**config.mk**
```make
export PLATFORM = sky130hd
export DESIGN_NAME = fifo_piso_reader_flat
export DESIGN_NICKNAME = d
export VERILOG_FILES = /design/src/rtl/fifo_piso_reader_if.sv /design/src/rtl/fifo_piso_reader.sv /design/src/flat_wrapper.sv
export SDC_FILE = /design/constraint.sdc
export NUM_CORES = 1
export LEC_CHECK = 0
export ABC_AREA = 0
export BUFFER_PORTS_ARGS = -buffer_cell sky130_fd_sc_hd__buf_2
export CAP_MARGIN = 20
export CORE_ASPECT_RATIO = 1.4
export CORE_MARGIN = 2
export CORE_UTILIZATION = 39
export CTS_CLUSTER_DIAMETER = 40
export DETAILED_ROUTE_END_ITERATION = 10
export PLACE_DENSITY = 0.62
export SLEW_MARGIN = 0
export SYNTH_ARGS = -nofsm -noshare
export SYNTH_HDL_FRONTEND = slang
export SYNTH_SLANG_ARGS = --single-unit
```
**constraint.sdc**
```tcl
create_clock -name clk -period 2.4 [get_ports clk]
set_input_delay 0.48 -clock clk [delete_from_list [all_inputs] [get_ports clk]]
set_output_delay 0.48 -clock clk [all_outputs]
set_load 0.005 [all_outputs]
```
**src/rtl/fifo_piso_reader_if.sv**
```systemverilog
// Bundles the FIFO read port and the serial valid/ready stream of the reader.
// master: the reader (drives rd_en and the serial stream).
// slave: the FIFO and the serial sink (drive empty, dout and ready).
interface fifo_piso_reader_if #(
  parameter int WIDTH = 16
);
  logic             fifo_empty;
  logic             fifo_rd_en;
  logic [WIDTH-1:0] fifo_dout;
  logic             ser_valid_o;
  logic             ser_data_o;
  logic             ser_last_o;
  logic             ser_ready_i;

  modport master (
    input  fifo_empty,
    input  fifo_dout,
    input  ser_ready_i,
    output fifo_rd_en,
    output ser_valid_o,
    output ser_data_o,
    output ser_last_o
  );

  modport slave (
    output fifo_empty,
    output fifo_dout,
    output ser_ready_i,
    input  fifo_rd_en,
    input  ser_valid_o,
    input  ser_data_o,
    input  ser_last_o
  );
endinterface

```
**src/rtl/fifo_piso_reader.sv**
```systemverilog
// Pops words from the output FIFO and serializes them onto a valid/ready bit stream.
// Latency: pop in cycle N, LOAD in N+1, first bit valid in N+2; WIDTH bits per WIDTH+1 cycles.
// Backpressure: ser_ready_i low holds the current bit/last/counter; only fifo_rd_en sees ready combinationally.
module fifo_piso_reader #(
  parameter int WIDTH     = 16,
  parameter bit MSB_FIRST = 1'b1
) (
  input  logic                   clk,
  input  logic                   rst_n,
  input  logic                   enable_i,
  fifo_piso_reader_if.master     bus,
  output logic                   busy_o,
  output logic [15:0]            word_cnt_o
);

  localparam int CW = $clog2(WIDTH);

  localparam logic [1:0] S_IDLE  = 2'd0;
  localparam logic [1:0] S_LOAD  = 2'd1;
  localparam logic [1:0] S_SHIFT = 2'd2;

  logic [1:0]       r_state;
  logic [WIDTH-1:0] r_shift;
  logic [CW-1:0]    r_cnt;
  logic [15:0]      r_word_cnt;

  logic w_in_idle;
  logic w_in_shift;
  logic w_xfer;
  logic w_final;
  logic w_pop_ok;
  logic w_rd_en;
  logic w_out_bit;

  // Handshake decode; rd_en is gated by rst_n so no pop can be issued while reset is held.
  always_comb begin
    w_in_idle  = (r_state == S_IDLE);
    w_in_shift = (r_state == S_SHIFT);
    w_xfer     = w_in_shift & bus.ser_ready_i;
    w_final    = w_xfer & (r_cnt == '0);
    w_pop_ok   = enable_i & ~bus.fifo_empty;
    w_rd_en    = rst_n & (w_in_idle | w_final) & w_pop_ok;
    w_out_bit  = MSB_FIRST ? r_shift[WIDTH-1] : r_shift[0];
  end

  // State, shift register, bit counter and completed-word counter.
  always_ff @(posedge clk or negedge rst_n) begin
    if (!rst_n) begin
      r_state    <= S_IDLE;
      r_shift    <= '0;
      r_cnt      <= '0;
      r_word_cnt <= '0;
    end else begin
      case (r_state)
        S_IDLE: begin
          if (w_rd_en) r_state <= S_LOAD;
        end
        S_LOAD: begin
          r_shift <= bus.fifo_dout;
          r_cnt   <= CW'(WIDTH - 1);
          r_state <= S_SHIFT;
        end
        S_SHIFT: begin
          if (w_xfer) begin
            if (MSB_FIRST) r_shift <= {r_shift[WIDTH-2:0], 1'b0};
            else           r_shift <= {1'b0, r_shift[WIDTH-1:1]};
            if (r_cnt == '0) begin
              // Counter parks at zero between words.
              r_word_cnt <= r_word_cnt + 16'd1;
              r_state    <= w_rd_en ? S_LOAD : S_IDLE;
            end else begin
              r_cnt <= r_cnt - 1'b1;
            end
          end
        end
        default: r_state <= S_IDLE;
      endcase
    end
  end

  assign bus.fifo_rd_en  = w_rd_en;
  assign bus.ser_valid_o = w_in_shift;
  assign bus.ser_data_o  = w_in_shift & w_out_bit;
  assign bus.ser_last_o  = w_in_shift & (r_cnt == '0);
  assign busy_o          = ~w_in_idle;
  assign word_cnt_o      = r_word_cnt;

endmodule

```
**src/flat_wrapper.sv**
```systemverilog
// flat-port wrapper written by rule: the top's interface ports become plain ports
module fifo_piso_reader_flat 
#(
  parameter int WIDTH     = 16,
  parameter bit MSB_FIRST = 1'b1
)
  (clk, rst_n, enable_i, busy_o, word_cnt_o, bus_fifo_empty, bus_fifo_dout, bus_ser_ready_i, bus_fifo_rd_en, bus_ser_valid_o, bus_ser_data_o, bus_ser_last_o);
  fifo_piso_reader_if #(.WIDTH(WIDTH)) bus_i ();
  input  logic clk;
  input  logic rst_n;
  input  logic enable_i;
  output logic busy_o;
  output logic [15:0] word_cnt_o;
  input wire logic [$bits(bus_i.fifo_empty)-1:0] bus_fifo_empty;
  input wire logic [$bits(bus_i.fifo_dout)-1:0] bus_fifo_dout;
  input wire logic [$bits(bus_i.ser_ready_i)-1:0] bus_ser_ready_i;
  output wire logic [$bits(bus_i.fifo_rd_en)-1:0] bus_fifo_rd_en;
  output wire logic [$bits(bus_i.ser_valid_o)-1:0] bus_ser_valid_o;
  output wire logic [$bits(bus_i.ser_data_o)-1:0] bus_ser_data_o;
  output wire logic [$bits(bus_i.ser_last_o)-1:0] bus_ser_last_o;
  assign bus_i.fifo_empty = bus_fifo_empty;
  assign bus_i.fifo_dout = bus_fifo_dout;
  assign bus_i.ser_ready_i = bus_ser_ready_i;
  assign bus_fifo_rd_en = bus_i.fifo_rd_en;
  assign bus_ser_valid_o = bus_i.ser_valid_o;
  assign bus_ser_data_o = bus_i.ser_data_o;
  assign bus_ser_last_o = bus_i.ser_last_o;
  fifo_piso_reader #(.WIDTH(WIDTH), .MSB_FIRST(MSB_FIRST)) u_core (.clk(clk), .rst_n(rst_n), .enable_i(enable_i), .bus(bus_i), .busy_o(busy_o), .word_cnt_o(word_cnt_o));
endmodule
```
**Word level (Yosys, flattened, before mapping)**

Cells that the tools add are included.
W data, S select, Z words.

- Output and inout bits: 21
- Input port bits: 21
- Register bits: 38
- Word-level logic and storage cells: 39

- Reduce and logical (&&, ||, !) cells: 7
- Multiplexer cells: 10
- Add/sub/neg operators: 2
- Bitwise operators: 10
- Equality and inequality tests: 6

Operator list:

| cell | number |
|---|---|
| $pmux W16 S2 | 1 |
| $add A16 B1 Y16 const B | 1 |
| $mux W16 | 1 |
| $reduce_and A3 Y1 | 3 |
| $mux W4 | 2 |
| $ne A2 B2 Y1 const B | 4 |
| $pmux W4 S2 | 1 |
| $and A1 B1 Y1 | 7 |
| $mux W2 | 3 |
| $pmux W2 S3 | 1 |
| $logic_not A4 Y1 | 1 |
| $sub A4 B1 Y4 const B | 1 |
| $eq A2 B1 Y1 const B | 1 |
| $eq A2 B2 Y1 const B | 1 |
| $logic_not A2 Y1 | 1 |
| $not A1 Y1 | 2 |
| $reduce_and A2 Y1 | 1 |
| $reduce_bool A2 Y1 | 1 |
| $mux W1 | 1 |
| $or A1 B1 Y1 | 1 |

**Depth between registers and ports, before layout**

- Word-level depth: 10
- Mapped depth: 7
- Depth with buffers taken out: 6

**Worst setup path after synthesis**

OpenSTA, ideal clock, no wires.

- Path type: register -> output
- Start: register u_core.r_state[0]
- End: output port bus_ser_data_o
- Setup slack: 574 ps
- Cell stages (with the launch flop): 6
- Data required time: 1920 ps
- Arrival: 1346 ps
- Path buffers: 2
- Path through: dfrtp_1 inv_1 ha_1 buf_2 buf_1 and2_1

- Longest elaborated chain between the ends: 2

RTL lines:

| what | RTL line | RTL |
|---|---|---|
| from (decl) | fifo_piso_reader.sv:22 | `logic [1:0] r_state;` |
| from (signal assigned) | fifo_piso_reader.sv:70 | `r_state <= w_rd_en ? S_LOAD : S_IDLE;` |
| $eq A2 B2 Y1 | fifo_piso_reader.sv:38 | `w_in_shift = (r_state == S_SHIFT);` |
| net bus_ser_valid_o | flat_wrapper.sv:18 | `output wire logic [$bits(bus_i.ser_valid_o)-1:0] bus_ser_valid_o;` |
| $and A1 B1 Y1 | fifo_piso_reader.sv:83 | `assign bus.ser_data_o = w_in_shift & w_out_bit;` |
| to (decl) | flat_wrapper.sv:19 | `output wire logic [$bits(bus_i.ser_data_o)-1:0] bus_ser_data_o;` |

The timed path passes the listed nets, and every way through them passes these cells.

**Worst setup path after layout**

- Start: register u_core.r_state[0]
- End: output port bus_ser_data_o

- Longest elaborated chain between the ends: 2

RTL lines:

| what | RTL line |
|---|---|
| $eq A2 B2 Y1 | fifo_piso_reader.sv:38 |
| $and A1 B1 Y1 | fifo_piso_reader.sv:83 |

Every way passes these cells.

==> results.json <==
{
  "status": "finished clean",
  "grt_pass1_wl_mm": 6.279,
  "holdWs_ps": 298.1,
  "power_frac_comb_pct": 29.0,
  "finalSetupTns_ps": 0,
  "die_w_um": 62.67,
  "cts_sinks": 38,
  "sw_frac_of_total_pct": 33.47,
  "synth_common_cells": "dfrtp_1, nand2_1, o21ai_0",
  "vias": 1387,
  "netlist_instances": 175,
  "peakVddDrop_mv": 0.6143,
  "clk_latency_ps": 290,
  "worstPathMaxFanout": 20,
  "worst_pin_slew_ps": 475.4,
  "synthArstFlopShare_pct": 100.0,
  "drv_cap": 0,
  "required_ps": 1920,
  "wirelength_mm": 3.636,
  "ys_top_cells_by_area": "dfrtp_1, mux2i_1, nand2_1",
  "syn_avg_cell_area_um2": 10.74,
  "yosysUniqueCellTypes": 29,
  "hold_viol_final": 0,
  "yosys_warnings": 0,
  "root_buffer": "clkbuf_8",
  "core_area_um2": 4572,
  "p_clk_share_pct": 24.3,
  "grt_start_max_net_pins": 39,
  "area_growth_pct": 20.57,
  "path_clk_slew_ps": 80,
  "yosysTopAreaCell": "dfrtp_1",
  "power_density_nw_per_um2": 834.0,
  "synth_top_area_share_pct": 50.60,
  "io_pins": 42,
  "fp.dieH_um": 86.14,
  "cts_buffers": 5,
  "fin_skew_ps": 9.031,
  "ant_nets": 0,
  "critPathArrivalTime_ps": 1770,
  "slew_viol_final": 0,
  "seqPwrFrac_pct": 46.7,
  "htree_num_levels": 2,
  "rsz0062_at_grt": "false",
  "max_stage_delay_ps": 410,
  "crit_family": "buffers and inverters",
  "setup_viol": 0,
  "grt_usage_pct": 15.21,
  "dpl.hpwl_mm": 2.728,
  "critPathBufInv": 3,
  "ys_seq_area_share_pct": 50.60,
  "overflow": 0,
  "crit_type": "reg2out",
  "synth_flop_cell": "dfrtp_1",
  "die-area_um2": 5398,
  "wire_per_inst_um": 12.80,
  "post-cts-setup-buffers": 0,
  "power.switching_uw": 632.4,
  "diodes": 0,
  "finalNetCount": 248,
  "intPower_uw": 1257,
  "first_iter_violations": 57,
  "startpoint_type": "register",
  "start_util_pct": 41.11,
  "critPathCaptureType": "output port",
  "period_share_pct": 93.72,
  "min_period_ps": 2249,
  "grt_antenna_before_repair": 0,
  "slowest_stage": "dfrtp_1",
  "cts.repair.resized": 0,
  "min_path_type": "in2async",
  "portBuffers": 41,
  "leakagePower_uw": 0.001126,
  "maxSlewHeadroom_pct": 68.31,
  "drive_gt1_share_pct": 26.58,
  "fmaxAchievable_mhz": 444.6,
  "fill_cells": 452,
  "drcViolationCount": 0,
  "rows": 29,
  "yosys_register_bits": 38,
  "syn_nets": 202,
  "clockBufferDepth": 2,
  "cts_tree": "done",
  "via_per_inst": 4.884,
  "first_global_vias": 1408,
  "path_cells": "inv_1, ha_1, buf_4, and2_1, buf_2",
  "gp_congestion": 0.7238,
  "first_pass_iters": 4,
  "hold_buffers": 0,
  "synth-edff-count": 0,
  "synth_area_um2": 1879,
  "synth_most_common_cell": "dfrtp_1"
}
[cells by family after synthesis]
kind of cell	Yosys count	share of synthesized area (%)
DFF	38	50.60
adders and majority gates	6	3.995
AOI/OAI and AO/OA	27	8.057
xor gates and xnor gates	15	6.990
buffers and inverters	14	2.929
muxes	18	9.654
and+or+nand+nor	57	17.78
[cell usage in the layout (no fill, tap or decap)]
cell type   count
buf_2          41
dfrtp_1        38
nand2_1        27
o21ai_0        18
mux2i_1        16
xnor2_1        11
inv_1           8
nand3_1         7
ha_1            6
clkbuf_8        6
nor2_1          5
xor2_1          4
a21oi_1         4
buf_4           4
and4_1          3
nand4_1         3
nand3b_1        2
and2_1          2
nor4_4          2
nor3_1          2
o22a_1          2
nand4bb_4       1
or3b_2          1
mux2i_2         1
a22oi_1         1
mux2_2          1
nand4b_1        1
a21o_1          1
nor4b_1         1
o32ai_1         1
clkinv_2        1
clkinvlp_4      1
[stage by stage]
| stage | power [uW] | utilization [%] | worst slack [ps] | cells | instance area (um^2) |
|---|---|---|---|---|---|
| after CTS | 1923 | 49.56 | 139.1 | 284 | 2266 |
| final | 1890 | 49.56 | 150.7 | 284 | 2266 |
| after floorplan | 1290 | - | 573.8 | 175 | 1879 |
| after global routing | 2053 | 49.56 | 28.66 | 284 | 2266 |
| after detailed placement | 1459 | 47.48 | 412.3 | 276 | 2171 |
| after global placement | 1442 | 47.48 | 470.9 | 276 | 2171 |
[metal layers]
metal  global-route usage [%]  wire length [um]  share of wire, %  vias up
met1                    16.93              1527                42      652
met5                        0                 0                 0        -
met2                    26.10              1817                50       36
met4                    8.283               116               3.2        0
met3                    4.462               175               4.8        8
li1                         -                 -                 -      691
[sequential cells by signal, indices dropped and copies added (netlist names)]
name               flops
u_core.r_cnt           4
u_core.r_shift        16
u_core.r_state         2
u_core.word_cnt_o     16
[path summary, 6_finish.rpt]
| check | end | slack, ps | cells after the start | start |
|---|---|---|---|---|
| worst max register to register | u_core.r_shift[6] | 420 | 6 | u_core.r_state[0] |
| worst min register to register | u_core.word_cnt_o[15] | 470 | 1 | u_core.word_cnt_o[15] |
| min in group clk | u_core.r_shift[4] | 470 | 3 | bus_fifo_dout[4] |
| worst min-delay path | u_core.word_cnt_o[5] | 300 | 2 | rst_n |
| max in group asynchronous | u_core.r_shift[9] | 1760 | 2 | rst_n |
| worst max-delay path | bus_ser_data_o | 150 | 5 | u_core.r_state[0] |
[layout make-up]
type                            instances  area (um^2)  share of cell area [%]
Clock buffer                            6        82.58                   3.644
Clock inverter                          2        12.51                  0.5522
Inverter                                8        30.03                   1.325
Multi-Input combinational cell        123        877.1                   38.71
Sequential cell                        38        950.9                   41.97
Tap cell                               62        77.57                   3.424
Timing Repair Buffer                   45        235.2                   10.38
[worst reg2reg max path: stages (launching register included)]
cell and delay (ps):
dfrtp_1 410, inv_1 100, ha_1 320, buf_4 350, mux2i_2 240, buf_4 280, o21ai_0 140
[power groups by stage]
stage	registers, uW	logic [uW]	clock network [uW]
after floorplan	867	423	0
after global placement	893	549	0
after detailed placement	893	566	0
after CTS	885	562	476
after global routing	904	642	506
final	883	548	459
No activity file was read; power rests on OpenSTA's default activity.
